===== config.mk =====
export PLATFORM = sky130hd
export DESIGN_NAME = uart_receiver
export DESIGN_NICKNAME = d
export VERILOG_FILES = /design/src/rtl/uart_pkg.sv /design/src/rtl/uart_receiver_baud_tick_gen.sv /design/src/rtl/uart_receiver.sv
export SDC_FILE = /design/constraint.sdc
export NUM_CORES = 1
export LEC_CHECK = 0
export ABC_AREA = 1
export CAP_MARGIN = 15
export CORE_ASPECT_RATIO = 0.7
export CORE_MARGIN = 2
export CORE_UTILIZATION = 30
export DETAILED_ROUTE_END_ITERATION = 12
export PLACE_DENSITY = 0.47
export SLEW_MARGIN = 20
export SYNTH_ARGS = -nofsm -noshare
export SYNTH_HDL_FRONTEND = slang
export SYNTH_SLANG_ARGS = --single-unit

===== constraint.sdc =====
create_clock -name clk -period 2.3 [get_ports clk]
set_input_delay 0.46 -clock clk [delete_from_list [all_inputs] [get_ports clk]]
set_output_delay 0.46 -clock clk [all_outputs]
set_load 0.1 [all_outputs]

===== src/rtl/uart_pkg.sv =====
// Shared constants, state encoding and helpers for the 8N1 UART receive path.
// DIV is always derived from CLK_FREQ and BAUD, never set directly.
package uart_pkg;

  localparam int unsigned CLK_FREQ   = 50_000_000;
  localparam int unsigned BAUD       = 9600;
  localparam int unsigned OVERSAMPLE = 16;
  localparam int unsigned DIV        = CLK_FREQ / (BAUD * OVERSAMPLE);
  localparam int unsigned DATA_BITS  = 8;

  // Oversample tick indices voted at the middle of every bit.
  localparam logic [3:0] SAMPLE_A = 4'd7;
  localparam logic [3:0] SAMPLE_B = 4'd8;
  localparam logic [3:0] SAMPLE_C = 4'd9;

  typedef enum logic [2:0] {
    WAIT_IDLE,
    IDLE,
    START,
    DATA,
    STOP
  } rx_state_e;

  function automatic int unsigned calc_div(input int unsigned clk_freq,
                                           input int unsigned baud);
    return clk_freq / (baud * OVERSAMPLE);
  endfunction

  function automatic logic maj3(input logic a, input logic b, input logic c);
    return (a & b) | (a & c) | (b & c);
  endfunction

endpackage


===== src/rtl/uart_receiver_baud_tick_gen.sv =====
// Oversample tick generator: counts 0..TICK_DIV-1 and asserts tick_o on the last count.
// clr_i restarts the count synchronously so a frame's ticks line up with its start edge.
module baud_tick_gen import uart_pkg::*; #(
  parameter int unsigned TICK_DIV = DIV
) (
  input  logic clk,
  input  logic rst_n,
  input  logic clr_i,
  output logic tick_o
);

  localparam int unsigned CW = (TICK_DIV > 1) ? $clog2(TICK_DIV) : 1;
  localparam logic [CW-1:0] LAST = CW'(TICK_DIV - 1);

  logic [CW-1:0] cnt_q;
  logic [CW-1:0] cnt_d;

  always_comb begin
    cnt_d = cnt_q + CW'(1);
    if (clr_i || (cnt_q == LAST)) begin
      cnt_d = '0;
    end
  end

  always_ff @(posedge clk or negedge rst_n) begin
    if (!rst_n) begin
      cnt_q <= '0;
    end else begin
      cnt_q <= cnt_d;
    end
  end

  assign tick_o = (cnt_q == LAST) && !clr_i;

endmodule


===== src/rtl/uart_receiver.sv =====
// 8N1 UART receiver: 2-flop synchronizer, 16x oversampling, 3-sample majority vote
// at mid-bit, one-cycle valid / framing_error pulses.
//
// state     | meaning
// WAIT_IDLE | after reset or a bad stop bit: need 16 consecutive high ticks
// IDLE      | line idle, waiting for the first low sample (start detect)
// START     | checking the start bit at ticks 7/8/9; high majority = glitch
// DATA      | shifting in 8 data bits, LSB first
// STOP      | checking the stop bit at tick 153
module uart_receiver import uart_pkg::*; #(
  parameter int unsigned CLK_FREQ = uart_pkg::CLK_FREQ,
  parameter int unsigned BAUD     = uart_pkg::BAUD
) (
  input  logic       clk,
  input  logic       rst_n,
  input  logic       udata,
  output logic [7:0] out,
  output logic       valid,
  output logic       framing_error,
  output logic       busy
);

  localparam int unsigned TICK_DIV = calc_div(CLK_FREQ, BAUD);
  localparam logic [3:0]  OS_LAST  = 4'(OVERSAMPLE - 1);
  localparam logic [2:0]  BIT_LAST = 3'(DATA_BITS - 1);

  logic [1:0]           sync_q;
  logic                 rx;
  rx_state_e            state_q;
  logic [3:0]           os_q;
  logic [3:0]           os_d;
  logic [3:0]           idle_cnt_q;
  logic [2:0]           bit_cnt_q;
  logic [1:0]           samp_q;
  logic [DATA_BITS-1:0] shift_q;
  logic [DATA_BITS-1:0] out_q;
  logic                 valid_q;
  logic                 ferr_q;
  logic                 tick;
  logic                 start_det;
  logic                 decide;
  logic                 vote;

  assign rx        = sync_q[1];
  assign start_det = (state_q == IDLE) && !rx;
  assign os_d      = os_q + 4'd1;
  // os_d is the index of the tick firing this cycle, counted from the start edge.
  assign decide    = tick && (os_d == SAMPLE_C);
  assign vote      = maj3(samp_q[0], samp_q[1], rx);

  baud_tick_gen #(
    .TICK_DIV(TICK_DIV)
  ) u_tick (
    .clk    (clk),
    .rst_n  (rst_n),
    .clr_i  (start_det),
    .tick_o (tick)
  );

  always_ff @(posedge clk or negedge rst_n) begin
    if (!rst_n) begin
      sync_q     <= 2'b11;
      state_q    <= WAIT_IDLE;
      os_q       <= '0;
      idle_cnt_q <= '0;
      bit_cnt_q  <= '0;
      samp_q     <= '0;
      shift_q    <= '0;
      out_q      <= '0;
      valid_q    <= 1'b0;
      ferr_q     <= 1'b0;
    end else begin
      sync_q  <= {sync_q[0], udata};
      valid_q <= 1'b0;
      ferr_q  <= 1'b0;

      if (start_det) begin
        os_q <= '0;
      end else if (tick) begin
        os_q <= os_d;
      end

      if (tick && (os_d == SAMPLE_A)) samp_q[0] <= rx;
      if (tick && (os_d == SAMPLE_B)) samp_q[1] <= rx;

      case (state_q)
        WAIT_IDLE: begin
          if (!rx) begin
            idle_cnt_q <= '0;
          end else if (tick) begin
            if (idle_cnt_q == OS_LAST) begin
              idle_cnt_q <= '0;
              state_q    <= IDLE;
            end else begin
              idle_cnt_q <= idle_cnt_q + 4'd1;
            end
          end
        end
        IDLE: begin
          if (start_det) begin
            bit_cnt_q <= '0;
            state_q   <= START;
          end
        end
        START: begin
          if (decide) begin
            state_q <= vote ? IDLE : DATA;
          end
        end
        DATA: begin
          if (decide) begin
            shift_q   <= {vote, shift_q[DATA_BITS-1:1]};
            bit_cnt_q <= bit_cnt_q + 3'd1;
            if (bit_cnt_q == BIT_LAST) begin
              state_q <= STOP;
            end
          end
        end
        STOP: begin
          if (decide) begin
            if (vote) begin
              out_q   <= shift_q;
              valid_q <= 1'b1;
              state_q <= IDLE;
            end else begin
              // A low stop bit may be the middle of someone else's frame: resync on idle.
              ferr_q     <= 1'b1;
              idle_cnt_q <= '0;
              state_q    <= WAIT_IDLE;
            end
          end
        end
        default: state_q <= WAIT_IDLE;
      endcase
    end
  end

  assign out           = out_q;
  assign valid         = valid_q;
  assign framing_error = ferr_q;
  assign busy          = (state_q != IDLE);

endmodule


==> impl_metrics.tcl, run 1 <==
set metrics [dict create \
    slowest_stage "dfrtp_1" \
    final_layout_size_suffix_gt1_frac 0.142 \
    via_per_inst 4.24 \
    finalSetupTns_ps 0 \
    report.final.slew_viol_count 0 \
    cp.required_ps 2490 \
    synth-main-ff-cell "dfrtp_1" \
    slew-limit-headroom 0.636 \
    hold_path_class "in2async" \
    placed_cells 378 \
    min_period_ps 1970 \
    layout.cells.non_filler 386 \
    drt_iter0_drc 55 \
    numPortBuffers 13 \
    synth-seq-cells 45 \
    worstPathArrival_ps 2160 \
    vias 1635 \
    synthTopCellsByArea "dfrtp_1 49%, nand2_1 16%, ha_1 5.1%" \
    wl_um 4480 \
    setup_viol_count_final 0 \
    fill_cells 767 \
    seqPwrFrac 0.549 \
    power.internal_w 0.00117 \
    dieArea_um2 8100 \
    p_leak_nw 1.32 \
    skew_ps 9.06 \
    floorplan.initialDensity 0.307 \
    final_util 0.354 \
    dp_hpwl_um 3360 \
    synth_top_cell_by_area "dfrtp_1" \
    crit_buf_inv 2 \
    synth_edf_count 0 \
    synth_warnings 0 \
    row_count 26 \
    combPwrFrac 0.030 \
    drv_cap 0 \
    setup.worst_path.end_class "flop" \
    synth_top_area_frac 0.486 \
    dr.pass1.iters 4 \
    critPathKind "reg2reg" \
    path_clk_slew_ps 90 \
    synth_common_cells "94 x nand2_1, 43 x dfrtp_1, 26 x nor2_1" \
    coreArea_um2 7220 \
    seq_area_frac_synth 0.509 \
    syn_to_final_growth_pct 15.5 \
    place.gp.congestion 0.803 \
    clock_latency_ps 290 \
    antenna_cells 0 \
    hold_viol 0 \
    r2r_setup_slack_ps 330 \
    p_sw_w 0.000305 \
    cts_root_buffer "clkbuf_8" \
    antenna_found_initial 0 \
    critPathTopFamily "simple AND/OR/NAND/NOR gates" \
    ys_types 26 \
    grt_pass1_vias 1581 \
    fmax_ghz 0.508 \
    die_x_um 107 \
    cp_slowest_stage_delay_ps 450 \
    cts_tree "done" \
    grt.total_usage 0.122 \
    synthCells 269 \
    overflow 0 \
    avgSynthCellArea_um2 8.24 \
    clock_sinks 45 \
    postCtsHoldBufs 0 \
    power_density_nw_per_um2 576 \
    postRouteAntennaNets 0 \
    yosysMostFrequentCell "nand2_1" \
    status "finished clean" \
    die_h_um 75.9 \
    numCtsBuffers 5 \
    worst_pin_slew_ps 545 \
    ir_drop_mv 0.248 \
    synth_area_um2 2220 \
    grt_max_degree 25 \
    route.detailed.drc 0 \
    path_max_fanout 12 \
    ys_async_sr_fraction 1.00 \
    pwr-share-clk 0.421 \
    clk_path_buf_depth 2 \
    wl_per_cell_um 11.6 \
    nets 299 \
    grt_pass1_wl_um 7830 \
    p_sw_frac 0.207 \
    total_power_w 0.00147 \
    worstPathCellList "ha_1, inv_1, nand2_1, nand2_1, inv_1, nor2_1, nand3_4, nand2_2, nand2_1, nand2_1, nand2_1" \
    crit_path_frequent_cell "nand2_1" \
    rsz0062_at_grt "false" \
    ios 14 \
    synth_fp_nets 281 \
    post-route-period-util 0.857 \
    htreeDepth 2 \
    critPathLaunchType "flop" \
]
-- area by class of cell --
type	instances	area, um^2	share of cell area
sequential	45	1130	0.441
multi-input combinational	195	977	0.382
tap	98	123	0.0479
timing repair buffer	14	118	0.0459
inverter	26	97.6	0.0381
clock buffer	7	86.3	0.0337
clock inverter	1	30.0	0.0117
-- power by group through the flow --
stage          Combinational [W]  Sequential [W]  Clock [W]
2_1_floorplan          0.0000193        0.000822          0
3_3_place_gp           0.0000476        0.000826          0
3_5_place_dp           0.0000463        0.000825          0
4_1_cts                0.0000462        0.000810   0.000644
5_1_grt                0.0000536        0.000811   0.000681
6_report               0.0000445        0.000810   0.000620
-- registers in the layout, indices dropped and copies added (netlist names) --
register,cells
sync_q,2
framing_error,1
state_q,3
idle_cnt_q,4
bit_cnt_q,3
valid,1
u_tick.cnt_q,9
samp_q,2
shift_q,8
out,8
os_q,4
-- per-layer routing --
| metal | share of wire | wire (um) | vias up | global-route usage |
|---|---|---|---|---|
| met5 | 0 | 0 | - | 0 |
| met4 | 0.0078 | 35 | 0 | 0.0351 |
| met3 | 0.023 | 103 | 2 | 0.0310 |
| met2 | 0.38 | 1690 | 16 | 0.157 |
| met1 | 0.59 | 2660 | 734 | 0.195 |
| li1 | - | - | 883 | - |
-- cell families after synthesis --
kind of cell | share of synthesized area
compound gates | 0.0519
xor+xnor | 0.0158
fa+ha+maj | 0.0508
buf+inv | 0.0536
flops | 0.509
simple gates | 0.318
-- layout by cell type (no fill, tap or decap), types with 2 or more instances in the layout --
cell type   n
nand2_1    94
dfrtp_1    43
xnor2_1     2
nor2_1     26
nor2_4      2
inv_1      17
o21ai_0     7
buf_4      11
clkbuf_8    6
ha_1        9
xor2_1      2
nor3_1      3
o21ai_1    12
nand2_2     4
dfstp_2     2
inv_2       8
a21oi_1     4
nand4_1     4
nor3b_1     2
nand3_1    19
-- timing repair --
action,4_1_cts,5_1_grt
endpoints found under the setup margin,0,2
setup buffers,0,0
resized for setup,0,1
-- stage by stage --
step,instance area [um^2],hold slack (ps),setup slack [ps]
2_1_floorplan,2220,164,354
3_3_place_gp,2430,346,357
3_5_place_dp,2430,348,291
4_1_cts,2550,153,262
5_1_grt,2560,165,127
6_report,2560,144,330
-- final timing paths --
| kind | start | end | cells after the start |
|---|---|---|---|
| hold / removal | rst_n | u_tick.cnt_q[0] | 1 |
| setup reg to reg | os_q[1] | idle_cnt_q[3] | 11 |
| max in group asynchronous | rst_n | shift_q[5] | 2 |
| setup / recovery | os_q[1] | idle_cnt_q[3] | 11 |
| min in group clk | sync_q[0] | sync_q[1] | 0 |
| hold reg to reg | sync_q[0] | sync_q[1] | 0 |
Power figures use the tool's default switching activity.
==> inputs of run 2 (changes only) <==
==> constraint.sdc (replaced) <==
create_clock -name clk -period 2.1 [get_ports clk]
set_input_delay 0.42 -clock clk [delete_from_list [all_inputs] [get_ports clk]]
set_output_delay 0.42 -clock clk [all_outputs]
set_load 0.1 [all_outputs]
==> run 2 against run 1 <==
  * Critical path depth did not move
  * Utilization rose by 0.57 points
  * Sequential cell count did not move
  * Sequential share of layout area fell by 0.70 points
  * First-iteration DRC count fell by 1.8%
  * Critical path type unchanged
  * Largest power group unchanged
  * Highest routed layer unchanged
==> impl_metrics.tcl, run 2 (synthesis gave the netlist of run 1 again) <==
set metrics [dict create \
    status "finished clean" \
    finalWorstSetupSlack_ps 188 \
    slowest_stage "dfrtp_1" \
    setup_viol_count_final 0 \
    slew-limit-headroom 0.662 \
    cp_slowest_stage_delay_ps 400 \
    final_layout_size_suffix_gt1_frac 0.158 \
    cp.required_ps 2300 \
    final_common_cell "nand2_1" \
    rsz0062_at_grt "false" \
    clk_path_buf_depth 2 \
    path_max_fanout 9 \
    largest_reg_flops 9 \
    clock_sinks 45 \
    worstPathArrival_ps 2110 \
    pwr-share-clk 0.429 \
    grt_pass1_wl_um 8310 \
    dr.pass1.iters 4 \
    final_util 0.360 \
    crit_buf_inv 1 \
    worstPathCellList "inv_1, ha_1, nand2_1, nor2_1, nand2_1, nand2_4, nand3_4, nand2_2, nand2_1, nand2_1, nand2_1" \
    combPwrFrac 0.030 \
    place.gp.congestion 0.821 \
    regMostFlops "u_tick.cnt_q" \
    seqPwrFrac 0.541 \
    layout_common_cells "94 x nand2_1, 43 x dfrtp_1, 25 x nor2_1, 19 x nand3_1, 17 x inv_1" \
    p_leak_nw 1.35 \
    dp_hpwl_um 3360 \
    ir_drop_mv 0.249 \
    grt.total_usage 0.128 \
    critPathLaunchType "flop" \
    numPortBuffers 13 \
    drt_iter0_drc 54 \
    pre_cts_slack_ps 138 \
    row_count 26 \
    drv_cap 0 \
    p_sw_frac 0.218 \
    min_period_ps 1910 \
    wl_per_cell_um 11.8 \
    vias 1737 \
    numCtsBuffers 5 \
    finalSetupTns_ps 0 \
    path_clk_slew_ps 90 \
    coreArea_um2 7220 \
    report.final.slew_viol_count 0 \
    antenna_cells 0 \
    route.detailed.drc 0 \
    die_x_um 107 \
    via_per_inst 4.47 \
    critPathTopFamily "simple AND/OR/NAND/NOR gates" \
    die_h_um 75.9 \
    skew_ps 11.3 \
    wl_um 4590 \
    cts-resized-gates 0 \
    dieArea_um2 8100 \
    htreeDepth 2 \
    crit_path_frequent_cell "nand2_1" \
    grt_max_degree 26 \
    hold_viol 0 \
    cts_tree "done" \
    ios 14 \
    cts_root_buffer "clkbuf_8" \
    p_sw_w 0.000357 \
    setup.worst_path.end_class "flop" \
    antenna_found_initial 0 \
    clock_latency_ps 300 \
    power.internal_w 0.00128 \
    critPathKind "reg2reg" \
    worst_pin_slew_ps 506 \
    syn_to_final_growth_pct 17.4 \
    post-route-period-util 0.911 \
    grt_pass1_vias 1712 \
    power_density_nw_per_um2 629 \
    postCtsHoldBufs 0 \
    nets 302 \
    overflow 0 \
    hold_path_class "in2async" \
    cts_setup_buffers 0 \
    fmax_ghz 0.523 \
    floorplan.initialDensity 0.307 \
    postRouteAntennaNets 0 \
    fill_cells 763 \
]
-- run 2: worst paths after layout --
kind / cells after the start / start / endpoint / slack (ps)
hold / removal: 1 / rst_n / u_tick.cnt_q[4] / 70
min in group clk: 0 / sync_q[0] / sync_q[1] / 360
setup / recovery: 11 / u_tick.cnt_q[0] / idle_cnt_q[1] / 190
max in group asynchronous: 2 / rst_n / bit_cnt_q[0] / 1510
setup reg to reg: 11 / u_tick.cnt_q[0] / idle_cnt_q[1] / 190
hold reg to reg: 0 / sync_q[0] / sync_q[1] / 360
-- run 2: per-layer routing --
| layer | up-vias | global-route usage | wire length [um] |
|---|---|---|---|
| met3 | 5 | 0.0318 | 147 |
| met1 | 820 | 0.198 | 2580 |
| met4 | 0 | 0.0390 | 53 |
| met5 | - | 0 | 0 |
| met2 | 18 | 0.175 | 1810 |
| li1 | 894 | - | - |
-- run 2: layout make-up --
| cell class | count | area [um^2] | share of cell area |
|---|---|---|---|
| Clock buffer | 6 | 82.6 | 0.0317 |
| Clock inverter | 2 | 37.5 | 0.0144 |
| Multi-Input combinational cell | 195 | 980 | 0.377 |
| Sequential cell | 45 | 1130 | 0.434 |
| Tap cell | 98 | 123 | 0.0471 |
| Timing Repair Buffer | 17 | 153 | 0.0587 |
| Inverter | 26 | 97.6 | 0.0375 |
-- run 2: through the flow --
stage,hold WS [ps],area (um^2),total power (W),cells
6_report,72.4,2600,0.00164,389
4_1_cts,91.6,2590,0.00166,389
2_1_floorplan,124,2220,0.000921,269
5_1_grt,110,2600,0.00171,389
3_5_place_dp,347,2470,0.000954,381
3_3_place_gp,346,2470,0.000955,381
-- run 2: power by group through the flow --
stage / combinational, W / clock, W / sequential, W
6_report: 0.0000486 / 0.000703 / 0.000886
5_1_grt: 0.0000592 / 0.000760 / 0.000888
4_1_cts: 0.0000507 / 0.000723 / 0.000886
3_5_place_dp: 0.0000503 / 0 / 0.000903
3_3_place_gp: 0.0000512 / 0 / 0.000903
2_1_floorplan: 0.0000212 / 0 / 0.000900
==> inputs of run 3 (changes only) <==
--- a/config.mk
+++ b/config.mk
@@ -11,6 +11,7 @@
 export CORE_MARGIN = 2
 export CORE_UTILIZATION = 30
 export DETAILED_ROUTE_END_ITERATION = 12
+export GPL_TIMING_DRIVEN = 0
 export PLACE_DENSITY = 0.47
 export SLEW_MARGIN = 20
 export SYNTH_ARGS = -nofsm -noshare
==> run 3 against run 2 <==
  * Clock skew shrank 4.6 ps
  * Fmax down 0.85%
  * Critical path depth is 10 lower
  * First-iteration DRC count rose by 89%
  * Critical path type is now reg2out
==> impl_metrics.tcl, run 3 (synthesis gave the netlist of run 1 again) <==
set metrics [dict create \
    nets 302 \
    antenna_found_initial 0 \
    critPathKind "reg2out" \
    hold_path_class "in2async" \
    final_common_cell "nand2_1" \
    overflow 0 \
    path_clk_slew_ps 90 \
    seq_area_um2 1130 \
    pre_cts_slack_ps -62.8 \
    report.final.slew_viol_count 0 \
    fill_cells 778 \
    wl_per_cell_um 11.7 \
    cts_tree "done" \
    min_period_ps 1930 \
    setup.worst_path.end_class "primary output" \
    p_leak_nw 1.37 \
    dr.pass1.iters 4 \
    crit_buf_inv 1 \
    path_max_fanout 2 \
    cts_setup_buffers 0 \
    clk_path_buf_depth 2 \
    numPortBuffers 13 \
    cp_slowest_stage_delay_ps 860 \
    route.detailed.drc 0 \
    fmax_ghz 0.518 \
    clock_sinks 45 \
    startpoint "out[0]" \
    die_h_um 75.9 \
    layout_common_cells "93 x nand2_1, 43 x dfrtp_1, 25 x nor2_1, 19 x nand3_1, 17 x inv_1" \
    via_per_inst 4.40 \
    cp.required_ps 1680 \
    post-route-period-util 0.918 \
    syn_to_final_growth_pct 16.5 \
    critPathLaunchType "flop" \
    row_count 26 \
    dp_hpwl_um 3340 \
    grt_max_degree 30 \
    layout.cells.non_filler 389 \
    hold_viol 0 \
    power_density_nw_per_um2 590 \
    status "finished clean" \
    r2r-start "u_tick.cnt_q[0]" \
    worst_hold_slack_ps 46.1 \
    die_x_um 107 \
    place.gp.congestion 0.816 \
    multiInputGateArea_um2 973 \
    cts_root_buffer "clkbuf_8" \
    grt_pass1_wl_um 8360 \
    floorplan.initialDensity 0.307 \
    slowest_stage "dlygate4sd2_1" \
    htreeDepth 2 \
    drt_iter0_drc 102 \
    grt_pass1_vias 1726 \
    antenna_cells 0 \
    dieArea_um2 8100 \
    regMostFlops "u_tick.cnt_q" \
    setup_viol_count_final 0 \
    ios 14 \
    largest_reg_flops 9 \
    ir_drop_mv 0.265 \
    finalWorstSetupSlack_ps 171 \
    worstPathCellList "dlygate4sd2_1" \
    grt.total_usage 0.129 \
    skew_ps 6.64 \
    critPathTopFamily "buffers and inverters" \
    finalSetupTns_ps 0 \
    total_power_w 0.00152 \
    coreArea_um2 7220 \
    postRouteAntennaNets 0 \
    vias 1711 \
    rsz0062_at_grt "false" \
    worstPathArrival_ps 1510 \
    worst_pin_slew_ps 957 \
    placed_cells 381 \
    final_layout_size_suffix_gt1_frac 0.127 \
    drv_cap 0 \
    wl_um 4540 \
    numCtsBuffers 5 \
    clock_latency_ps 290 \
    slew-limit-headroom 0.365 \
]
-- run 3: cell types whose count changed in the layout (fill, tap and decap cells not counted), sizes merged --
cell / delta
buf: -12
clkbuf: +2
dlygate4sd2: +10
clkinvlp: -1
bufinv: -1
clkinv: +1
clkdlybuf4s15: +1
-- run 3: layout make-up --
class                      instances  share of cell area
sequential                        45               0.437
multi-input combinational        195               0.377
timing repair buffer              14              0.0519
tap                               98              0.0475
inverter                          26              0.0378
clock buffer                       7              0.0373
buffer                             3             0.00921
clock inverter                     1             0.00194
-- run 3: repair_timing --
action                     in CTS  in global routing
pin swaps                       0                  0
hold buffers                    0                  0
gates resized for setup        13                  3
setup endpoints to repair      11                  3
-- run 3: report_power, final --
group	switching (W)	internal [W]	total [W]
logic	0.0000315	0.0000171	0.0000486
registers	0.00000945	0.000876	0.000885
clock network	0.000291	0.000298	0.000589
-- run 3: metal layers --
| metal | global-route usage | up-vias | share of wire |
|---|---|---|---|
| li1 | - | 896 | - |
| met1 | 0.199 | 798 | 0.57 |
| met2 | 0.175 | 15 | 0.39 |
| met3 | 0.0327 | 2 | 0.026 |
| met4 | 0.0416 | 0 | 0.0077 |
| met5 | 0 | - | 0 |
-- run 3: stage by stage --
step / utilization / instance area (um^2)
after global placement: 0.342 / 2470
after floorplan: - / 2220
final: 0.357 / 2580
after detailed placement: 0.344 / 2480
after global routing: 0.357 / 2580
after CTS: 0.356 / 2570
-- run 3: path summary, 6_finish.rpt --
| check | slack (ps) | cells after the start | end |
|---|---|---|---|
| hold reg to reg | 360 | 0 | sync_q[1] |
| min in group clk | 360 | 0 | sync_q[1] |
| setup reg to reg | 260 | 10 | bit_cnt_q[2] |
| setup / recovery | 170 | 1 | out[0] |
| max in group asynchronous | 1560 | 2 | state_q[1] |
| hold / removal | 50 | 1 | os_q[2] |
